$ cat src/rtl/multicycle_controller_pkg.sv
`default_nettype none
// +----------------------------------------------------------------------+
// | multicycle_controller_pkg: states, datapath select codes, opcodes     |
// | Rev 1.0                                                              |
// +----------------------------------------------------------------------+
package multicycle_controller_pkg;

  typedef enum logic [3:0] {
    FETCH    = 4'd0,
    DECODE   = 4'd1,
    MEMADR   = 4'd2,
    MEMREAD  = 4'd3,
    MEMWB    = 4'd4,
    MEMWRITE = 4'd5,
    EXECUTER = 4'd6,
    EXECUTEI = 4'd7,
    EXECUTEU = 4'd8,
    ALUWB    = 4'd9,
    BRANCH   = 4'd10,
    JAL      = 4'd11,
    JALR     = 4'd12
  } state_t;

  localparam logic [1:0] ALUOP_ADD   = 2'b00;
  localparam logic [1:0] ALUOP_SUB   = 2'b01;
  localparam logic [1:0] ALUOP_FUNCT = 2'b10;
  localparam logic [1:0] ALUOP_SUBU  = 2'b11;

  localparam logic [1:0] RES_ALUOUT    = 2'b00;
  localparam logic [1:0] RES_DATA      = 2'b01;
  localparam logic [1:0] RES_ALURESULT = 2'b10;

  localparam logic [1:0] SRCA_PC    = 2'b00;
  localparam logic [1:0] SRCA_OLDPC = 2'b01;
  localparam logic [1:0] SRCA_RD1   = 2'b10;
  localparam logic [1:0] SRCA_ZERO  = 2'b11;

  localparam logic [1:0] SRCB_RD2  = 2'b00;
  localparam logic [1:0] SRCB_IMM  = 2'b01;
  localparam logic [1:0] SRCB_FOUR = 2'b10;

  localparam logic [2:0] IMM_I = 3'b000;
  localparam logic [2:0] IMM_S = 3'b001;
  localparam logic [2:0] IMM_B = 3'b010;
  localparam logic [2:0] IMM_J = 3'b011;
  localparam logic [2:0] IMM_U = 3'b100;

  localparam logic [6:0] OP_LOAD   = 7'b0000011;
  localparam logic [6:0] OP_STORE  = 7'b0100011;
  localparam logic [6:0] OP_REG    = 7'b0110011;
  localparam logic [6:0] OP_IMM    = 7'b0010011;
  localparam logic [6:0] OP_BRANCH = 7'b1100011;
  localparam logic [6:0] OP_JAL    = 7'b1101111;
  localparam logic [6:0] OP_JALR   = 7'b1100111;
  localparam logic [6:0] OP_LUI    = 7'b0110111;
  localparam logic [6:0] OP_AUIPC  = 7'b0010111;

  function automatic logic [2:0] imm_sel(input logic [6:0] op);
    case (op)
      OP_STORE:         return IMM_S;
      OP_BRANCH:        return IMM_B;
      OP_JAL:           return IMM_J;
      OP_LUI, OP_AUIPC: return IMM_U;
      default:          return IMM_I;
    endcase
  endfunction

endpackage
`default_nettype wire

$ cat src/rtl/multicycle_controller_branch_resolver.sv
`default_nettype none
// +----------------------------------------------------------------------+
// | branch_resolver: branch-taken decision from funct3 and ALU flags      |
// | Rev 1.0                                                              |
// +----------------------------------------------------------------------+
module branch_resolver (
  input  logic [2:0] Funct3,
  input  logic       Zero,
  input  logic       Negative,
  input  logic       Overflow,
  input  logic       Carry,
  output logic       taken
);

  always_comb begin
    taken = 1'b0;
    case (Funct3)
      3'b000:  taken = Zero;
      3'b001:  taken = !Zero;
      3'b100:  taken = Negative ^ Overflow;
      3'b101:  taken = !(Negative ^ Overflow);
      3'b110:  taken = !Carry;
      3'b111:  taken = Carry;
      default: taken = 1'b0;
    endcase
  end

endmodule
`default_nettype wire

$ cat src/rtl/multicycle_controller.sv
`default_nettype none
// +----------------------------------------------------------------------+
// | multicycle_controller: main control FSM of the multicycle RV32I core  |
// | Rev 1.0                                                              |
// +----------------------------------------------------------------------+
module multicycle_controller
  import multicycle_controller_pkg::*;
#(
  parameter state_t RESET_STATE = FETCH
) (
  input  logic       clk,
  input  logic       reset,
  input  logic [6:0] Op,
  input  logic [2:0] Funct3,
  input  logic       Zero,
  input  logic       Negative,
  input  logic       Overflow,
  input  logic       Carry,
  input  logic       MemReady,
  output logic       PCWrite,
  output logic       AdrSrc,
  output logic       MemRead,
  output logic       MemWrite,
  output logic       IRWrite,
  output logic       RegWrite,
  output logic [1:0] ResultSrc,
  output logic [1:0] ALUSrcA,
  output logic [1:0] ALUSrcB,
  output logic [1:0] ALUOp,
  output logic [2:0] ImmSrc,
  output logic       Illegal,
  output logic [3:0] State
);

  state_t state_q, state_d;
  state_t w_dec_next;
  logic   w_dec_illegal;
  logic   w_taken;

  branch_resolver u_branch_resolver (
    .Funct3   (Funct3),
    .Zero     (Zero),
    .Negative (Negative),
    .Overflow (Overflow),
    .Carry    (Carry),
    .taken    (w_taken)
  );

  // Decode target; unsupported encodings retire as a NOP back in FETCH.
  always_comb begin
    w_dec_next    = FETCH;
    w_dec_illegal = 1'b0;
    case (Op)
      OP_LOAD, OP_STORE: w_dec_next = MEMADR;
      OP_REG:            w_dec_next = EXECUTER;
      OP_IMM:            w_dec_next = EXECUTEI;
      OP_BRANCH: begin
        if (Funct3[2:1] == 2'b01) w_dec_illegal = 1'b1;
        else                      w_dec_next    = BRANCH;
      end
      OP_JAL:            w_dec_next = JAL;
      OP_JALR:           w_dec_next = JALR;
      OP_LUI, OP_AUIPC:  w_dec_next = EXECUTEU;
      default:           w_dec_illegal = 1'b1;
    endcase
  end

  always_ff @(posedge clk) begin
    if (reset) state_q <= RESET_STATE;
    else       state_q <= state_d;
  end

  always_comb begin
    state_d = state_q;
    case (state_q)
      FETCH:    if (MemReady) state_d = DECODE;
      DECODE:   state_d = w_dec_next;
      MEMADR:   state_d = Op[5] ? MEMWRITE : MEMREAD;
      MEMREAD:  if (MemReady) state_d = MEMWB;
      MEMWB:    state_d = FETCH;
      MEMWRITE: if (MemReady) state_d = FETCH;
      EXECUTER, EXECUTEI, EXECUTEU: state_d = ALUWB;
      ALUWB:    state_d = FETCH;
      BRANCH:   state_d = FETCH;
      JALR:     state_d = JAL;
      JAL:      state_d = ALUWB;
      default:  state_d = FETCH;
    endcase
  end

  always_comb begin
    PCWrite   = 1'b0;
    AdrSrc    = 1'b0;
    MemRead   = 1'b0;
    MemWrite  = 1'b0;
    IRWrite   = 1'b0;
    RegWrite  = 1'b0;
    ResultSrc = RES_ALUOUT;
    ALUSrcA   = SRCA_PC;
    ALUSrcB   = SRCB_RD2;
    ALUOp     = ALUOP_ADD;
    Illegal   = 1'b0;
    ImmSrc    = imm_sel(Op);
    State     = state_q;
    case (state_q)
      FETCH: begin
        MemRead = 1'b1;
        if (MemReady) begin
          IRWrite   = 1'b1;
          PCWrite   = 1'b1;
          ALUSrcB   = SRCB_FOUR;
          ResultSrc = RES_ALURESULT;
        end
      end
      DECODE: begin
        ALUSrcA = SRCA_OLDPC;
        ALUSrcB = SRCB_IMM;
        Illegal = w_dec_illegal;
      end
      MEMADR, JALR: begin
        ALUSrcA = SRCA_RD1;
        ALUSrcB = SRCB_IMM;
      end
      MEMREAD: begin
        AdrSrc  = 1'b1;
        MemRead = 1'b1;
      end
      MEMWB: begin
        ResultSrc = RES_DATA;
        RegWrite  = 1'b1;
      end
      MEMWRITE: begin
        AdrSrc   = 1'b1;
        MemWrite = 1'b1;
      end
      EXECUTER: begin
        ALUSrcA = SRCA_RD1;
        ALUOp   = ALUOP_FUNCT;
      end
      EXECUTEI: begin
        ALUSrcA = SRCA_RD1;
        ALUSrcB = SRCB_IMM;
        ALUOp   = ALUOP_FUNCT;
      end
      EXECUTEU: begin
        ALUSrcA = (Op == OP_LUI) ? SRCA_ZERO : SRCA_OLDPC;
        ALUSrcB = SRCB_IMM;
      end
      ALUWB: RegWrite = 1'b1;
      BRANCH: begin
        ALUSrcA = SRCA_RD1;
        ALUOp   = (Funct3[2:1] == 2'b11) ? ALUOP_SUBU : ALUOP_SUB;
        PCWrite = w_taken;
      end
      JAL: begin
        ALUSrcA = SRCA_OLDPC;
        ALUSrcB = SRCB_FOUR;
        PCWrite = 1'b1;
      end
      default: ;
    endcase
    // Reset cycle drives every output low so no strobe can escape an aborted step.
    if (reset) begin
      PCWrite   = 1'b0;
      AdrSrc    = 1'b0;
      MemRead   = 1'b0;
      MemWrite  = 1'b0;
      IRWrite   = 1'b0;
      RegWrite  = 1'b0;
      ResultSrc = 2'b00;
      ALUSrcA   = 2'b00;
      ALUSrcB   = 2'b00;
      ALUOp     = 2'b00;
      ImmSrc    = 3'b000;
      Illegal   = 1'b0;
      State     = 4'd0;
    end
  end

endmodule
`default_nettype wire

$ cat config.mk
export PLATFORM = sky130hd
export DESIGN_NAME = multicycle_controller
export DESIGN_NICKNAME = d
export VERILOG_FILES = /design/src/rtl/multicycle_controller_pkg.sv /design/src/rtl/multicycle_controller_branch_resolver.sv /design/src/rtl/multicycle_controller.sv
export SDC_FILE = /design/constraint.sdc
export NUM_CORES = 1
export LEC_CHECK = 0
export BUFFER_PORTS_ARGS = -buffer_cell sky130_fd_sc_hd__buf_2
export CORE_MARGIN = 3
export CORE_UTILIZATION = 41
export CTS_CLUSTER_DIAMETER = 40
export DETAILED_ROUTE_END_ITERATION = 10
export GPL_TIMING_DRIVEN = 0
export PLACE_DENSITY = 0.85
export SLEW_MARGIN = 15
export SYNTH_ARGS = -nofsm -noshare
export SYNTH_HDL_FRONTEND = slang
export SYNTH_SLANG_ARGS = --single-unit
$ cat constraint.sdc
create_clock -name clk -period 1.3 [get_ports clk]
set_input_delay 0.065 -clock clk [delete_from_list [all_inputs] [get_ports clk]]
set_output_delay 0.065 -clock clk [all_outputs]
set_load 0.02 [all_outputs]
==> run metrics, run 1 <==
outcome=finished with violations; violated checks=negative setup slack; Mapped Cells=121; drt pass-1 iters=5; H-tree depth=1; Reg2Reg Depth=5; die height=50.0 um; Routed Antenna Nets=0; hold crit path type=in -> reg; # DRC=0; total grt overflow=0; Layout area overhead=76.9%; CP Capture Type=primary output; WL/cell=19.9 um; Synth area leader=dfxtp_1; number of synthesized flops with an enable pin=0; hold path endpoint=state_q[3]; RSZ-0062 raised after global routing=yes; Starting Density=0.444; Final Power=0.000604 W; Core ar.=0.00178 mm^2; die width=50.0 um; period utilization=1.25; hold path depth=3; P per Cell Area=431 mW/mm^2; biggest cell delay along the critical path=360 ps; final setup fails=19; cell with the most instances after synthesis=nor2_1; Cell Area, Synth=792 um^2; Die Area=0.00250 mm^2; Primary FF master, synth=dfxtp_1; top flop regs=state_q: 4 flops; reg2reg end=state_q[3]; min Tclk post-route=1620 ps; Nets=189; share of the synthesized area in the top cell type=0.101; synthesized area per cell=6.55 um^2; ys async rst share=0; CP startpoint kind=flip-flop; Max Clk Rate=0.617 GHz; pin count of the biggest net entering global routing=11; Setup Skew=4.52 ps; routed vias/inst=6.47; leakage power=0.586 nW; sequence of cells on the critical path=buf_8 > or2_4 > nor4_2 > nor2_1 > a21oi_2 > buf_4; cts hold-fix bufs=0; via count=1262; Warnings, synthesis=0; TritonCTS Sinks=4; overall routing resource usage=0.289; Synth cell types=43; Crit Path Category=reg -> out; Detail Placement HPWL=2.04 mm; fraction of layout instances using a drive strength above 1=0.553; Filler cells=109; CTS clock-pin slew for the worst setup and hold paths=40 ps; CTS tree=done; first-pass GRT wire length=5.51 mm; Seq/Total Area, Yosys=0.101; Slew Limit Fails=0; flop2flop setup slack=-180 ps; max reg flops=4; hold path startpoint=reset; # IOs=39; gp weighted congestion=0.909; initial antenna violation count=0; Crit-path slowest cell=dfxtp_4; I/O Buffers=37; CTS buffer count=3; clock insertion delay at the later pin of the skew report=240 ps; final hold viol count=0; Biggest register=state_q; Worst VDD drop=0.429 mV; Clock Path Buffers=2; final worst slack=-320 ps; Worst EP required=1240 ps; Worst Path Max Fanout=8; Worst-Margin Slew=600 ps; main area contributors after synthesis=dfxtp_1, nor2_1, nor2b_1; commonest cells in the netlist=nor2_1, a21oi_1, nor2b_1; syn nets=138; #FFs+latches synth=4; WP data arrival=1550 ps; relative slew slack=0.600; Max Cap Viol=0; violation count after the first detailed-route iteration=77; FF-to-FF Start=state_q[1]; num rows=15; final WL=3.88 mm; vias in the first global route=1109; Place WS=-234 ps; Ant. Diodes=0; root buf cell=clkbuf_4
-- repair_timing --
item / CTS / global route
cloned: 1 / 0
endpoints found under the setup margin: 19 / 21
setup buffers: 4 / 4
gates resized for setup: 55 / 14
pin swaps: 9 / 9
-- worst max-delay path by stage --
stage | endpoint | slack [ps] | from
after floorplan | ALUOp[1] | -130 | state_q[3]
after global placement | RegWrite | -150 | state_q[3]
after detailed placement | RegWrite | -230 | state_q[3]
after CTS | ALUSrcA[1] | -260 | state_q[1]
after global routing | ALUSrcA[1] | -360 | state_q[1]
final | ALUSrcA[1] | -320 | state_q[1]
-- area by class of cell --
| class | count | area (um^2) | area share |
|---|---|---|---|
| Multi-Input combinational cell | 105 | 823 | 0.588 |
| Inverter | 2 | 7.51 | 0.00536 |
| Tap cell | 25 | 31.3 | 0.0223 |
| Clock buffer | 3 | 22.5 | 0.0161 |
| Timing Repair Buffer | 46 | 319 | 0.228 |
| Buffer | 10 | 110 | 0.0786 |
| Sequential cell | 4 | 87.6 | 0.0625 |
-- layer usage --
metal	part of all wire	GRT usage	vias up
li1	-	-	546
met1	0.34	0.334	578
met2	0.50	0.487	109
met3	0.10	0.0604	29
met4	0.058	0.166	0
met5	0	0	-
-- logic make-up (layout without fill, tap and decap cells) --
kind of cell	count (synthesis)	in the layout	synth area share
compound gates	33	33	0.265
xor+xnor	6	6	0.0664
buf+inv	12	61	0.0774
flops	4	4	0.101
mux	2	2	0.0269
simple gates	64	64	0.463
-- critical path, delay by kind of cell, from the launching register on --
| family | cells | cell delay (ps) |
|---|---|---|
| AOI/OAI and AO/OA | 1 | 150 |
| buffers and inverters | 2 | 310 |
| and+or+nand+nor | 3 | 490 |
| DFF | 1 | 360 |
-- layout by cell type, fill, tap and decap left out, types with 2 or more instances in the layout --
cell type,netlist,layout
or2b_1,2,2
nor2b_4,0,2
nand2_1,7,7
nor2_2,0,4
buf_4,1,17
clkbuf_1,4,2
a211oi_2,0,2
xor2_1,2,2
o21ai_0,5,4
nor2b_1,9,6
inv_1,2,2
nor3_2,1,3
nor3_1,6,3
or2_4,0,2
buf_8,0,3
a21oi_2,0,3
xnor2_1,4,2
o22ai_1,4,3
nand2b_1,5,4
buf_6,1,7
nor4_1,4,3
nor2_1,15,10
clkbuf_4,0,3
a21oi_1,10,7
nand3b_1,2,2
dfxtp_2,0,3
a31oi_1,3,3
buf_2,4,24
-- power breakdown --
group	leakage, nW	internal [W]	total, W	switching (W)
sequential	0.0346	0.000124	0.000126	0.00000176
combinational	0.537	0.000144	0.000317	0.000173
clock	0.0138	0.000104	0.000162	0.0000581
-- metrics by stage --
stage / cell area [um^2] / std cells / utilization / setup TNS, ps / hold WS [ps]
finish: 1400 / 195 / 0.786 / -3300 / 258
global placement: 1050 / 183 / 0.588 / -763 / 416
CTS: 1310 / 191 / 0.735 / -2360 / 181
floorplan: 832 / 121 / - / -127 / 181
global route: 1400 / 195 / 0.786 / -4000 / 260
detailed placement: 1050 / 183 / 0.588 / -1490 / 428
(Power assumes the default switching activity.)
==> run 2, diff against run 1 <==
--- a/config.mk
+++ b/config.mk
@@ -5,13 +5,14 @@
 export SDC_FILE = /design/constraint.sdc
 export NUM_CORES = 1
 export LEC_CHECK = 0
-export BUFFER_PORTS_ARGS = -buffer_cell sky130_fd_sc_hd__buf_2
+export BUFFER_PORTS_ARGS = -buffer_cell sky130_fd_sc_hd__buf_4
 export CORE_MARGIN = 3
 export CORE_UTILIZATION = 41
 export CTS_CLUSTER_DIAMETER = 40
 export DETAILED_ROUTE_END_ITERATION = 10
 export GPL_TIMING_DRIVEN = 0
 export PLACE_DENSITY = 0.85
+export RECOVER_POWER = 25
 export SLEW_MARGIN = 15
 export SYNTH_ARGS = -nofsm -noshare
 export SYNTH_HDL_FRONTEND = slang
==> run 2 against run 1 <==
Effect of this change: the flow still finishes with violations (negative setup slack); maximum frequency down 3.4%; register-to-register slack lost 120 ps; largest power group unchanged; critical path depth rose by 1; largest cell class unchanged; combinational power decreased by 10%.
==> run metrics, run 2 (same netlist as run 1, synthesis figures left out) <==
DP Area=0.00114 mm^2 (+8.8%); Nets=193 (+2.1%); Core ar.=0.00178 mm^2 (unchanged); Reg2Reg Depth=6 (+1); Worst VDD drop=0.351 mV (-18%); Setup Skew=8.31 ps (+3.80 ps); Filler cells=116 (+6.4%); P per Cell Area=392 mW/mm^2 (-9.1%); WP data arrival=1610 ps (+60 ps); die height=50.0 um (unchanged); Final Power=0.000566 W (-6.2%); via count=1220 (-3.3%); leakage power=0.590 nW (+0.79%); Layout area overhead=82.5%; Finished Core Util=0.811 (+0.0246); Max Cap Viol=0 (unchanged); Buf/Inv on CP=3 (+1); Routed Antenna Nets=0 (unchanged); TritonCTS Sinks=4 (unchanged); gp weighted congestion=0.945 (+4.0%); relative slew slack=0.620 (+0.0202); Final Instance Area=0.00145 mm^2 (+3.1%); violated checks=negative setup slack; min Tclk post-route=1680 ps (+57.3 ps); initial antenna violation count=0 (unchanged); Worst-Margin Slew=570 ps (-30.4 ps); root buf cell=clkbuf_4; Crit Path Category=reg -> out; # DRC=0 (unchanged); commonest non-fill, non-tap cell in the layout=buf_4; sequence of cells on the critical path=buf_6 > buf_2 > nand3b_1 > a21oi_1 > nor2_1 > a21oi_2 > buf_4; CP startpoint kind=flip-flop; top flop regs=state_q: 4 flops; hold path startpoint=reset; fraction of layout instances using a drive strength above 1=0.546 (-0.00696); Starting Density=0.444 (unchanged); CTS buffer count=3 (unchanged); die width=50.0 um (unchanged); clock insertion delay at the later pin of the skew report=230 ps (about the same); final setup fails=19 (unchanged); Worst Path Max Fanout=6 (-2); outcome=finished with violations; Detail Placement HPWL=2.03 mm (-0.54%); final worst slack=-377 ps (-57.3 ps); storage element area=95.1 um^2 (+8.6%); max reg flops=4 (unchanged); vias in the first global route=973 (-12%); WHS=183 ps (-75.6 ps); final WL=3.69 mm (-4.8%); num rows=15 (unchanged); CTS tree=done; CTS clock-pin slew for the worst setup and hold paths=30 ps (about the same); # IOs=39 (unchanged); Worst EP required=1240 ps (about the same); drt pass-1 iters=5 (unchanged); period utilization=1.29 (+0.0441); CP Launch Point=state_q[1]; H-tree depth=1 (unchanged); Crit-path slowest cell=dfxtp_4; routed vias/inst=6.13 (-5.3%); commonest non-fill, non-tap cells in the layout=buf_4, nor2_1, buf_6; hold crit path type=in -> reg; biggest cell delay along the critical path=350 ps (about the same); WL/cell=18.5 um (-6.8%); CP Capture Type=primary output; violation count after the first detailed-route iteration=97 (+26%); Die Area=0.00250 mm^2 (unchanged); hold path depth=3 (unchanged); Largest delay share family, worst path=buffers and inverters; I/O Buffers=37 (unchanged); area of the multi-input gates=798 um^2 (-3.0%); Ant. Diodes=0 (unchanged); first-pass GRT wire length=4.35 mm (-21%); pin count of the biggest net entering global routing=11 (unchanged); RSZ-0062 raised after global routing=yes; FF-to-FF Start=state_q[1]; Max Clk Rate=0.596 GHz (-3.4%); final hold viol count=0 (unchanged); Clock Path Buffers=2 (unchanged); Critical Path Stages=7 (+1); total grt overflow=0 (unchanged); overall routing resource usage=0.218 (-0.0715); Biggest register=state_q; Slew Limit Fails=0 (unchanged)
run 2: cell count changes in the layout (fill, tap and decap cells not counted), sizes merged:
| cell | before | now |
|---|---|---|
| buf | 52 | 55 |
| clkbuf | 7 | 8 |
run 2: final cells by class:
class                           instances  share of cell area
Buffer                                  9              0.0528
Clock buffer                            3              0.0156
Inverter                                2             0.00519
Multi-Input combinational cell        105               0.552
Sequential cell                         4              0.0658
Tap cell                               25              0.0216
Timing Repair Buffer                   51               0.287
run 2: layer usage:
metal  global-route usage  wire length, um  vias up
li1                     -                -      550
met1                0.270             1320      535
met2                0.403             1800      106
met3               0.0272              422       29
met4               0.0276              147        0
met5                    0                0        -
run 2: power breakdown:
group	internal (W)	switching, W
logic	0.000131	0.000154
clock network	0.000103	0.0000511
registers	0.000119	0.00000795
total	0.000354	0.000213
run 2: tightest hold or removal path, cell delays in order:
cell     delay, ps
buf_4          140
a31o_2         120
a31oi_1         40
run 2: final timing paths:
| kind | endpoint | slack, ps |
|---|---|---|
| setup reg to reg | state_q[0] | -300 |
| setup / recovery | ALUSrcA[1] | -380 |
| hold / removal | state_q[3] | 180 |
| hold reg to reg | state_q[3] | 680 |
run 2: repair_timing:
| item | 4_1_cts | 5_1_grt |
|---|---|---|
| pin swaps | 6 | 8 |
| endpoints found under the setup margin | 19 | 19 |
| setup buffers | 2 | 10 |
| cloned | 0 | 2 |
| resized for setup | 26 | 25 |
| hold buffers | 0 | 0 |
run 2: through the flow:
step	setup TNS (ps)	instances	setup WS, ps
after global routing	-4700	199	-454
final	-3690	199	-377
after CTS	-2540	187	-234
after detailed placement	-1120	183	-187
after global placement	-812	183	-162
after floorplan	-127	121	-127
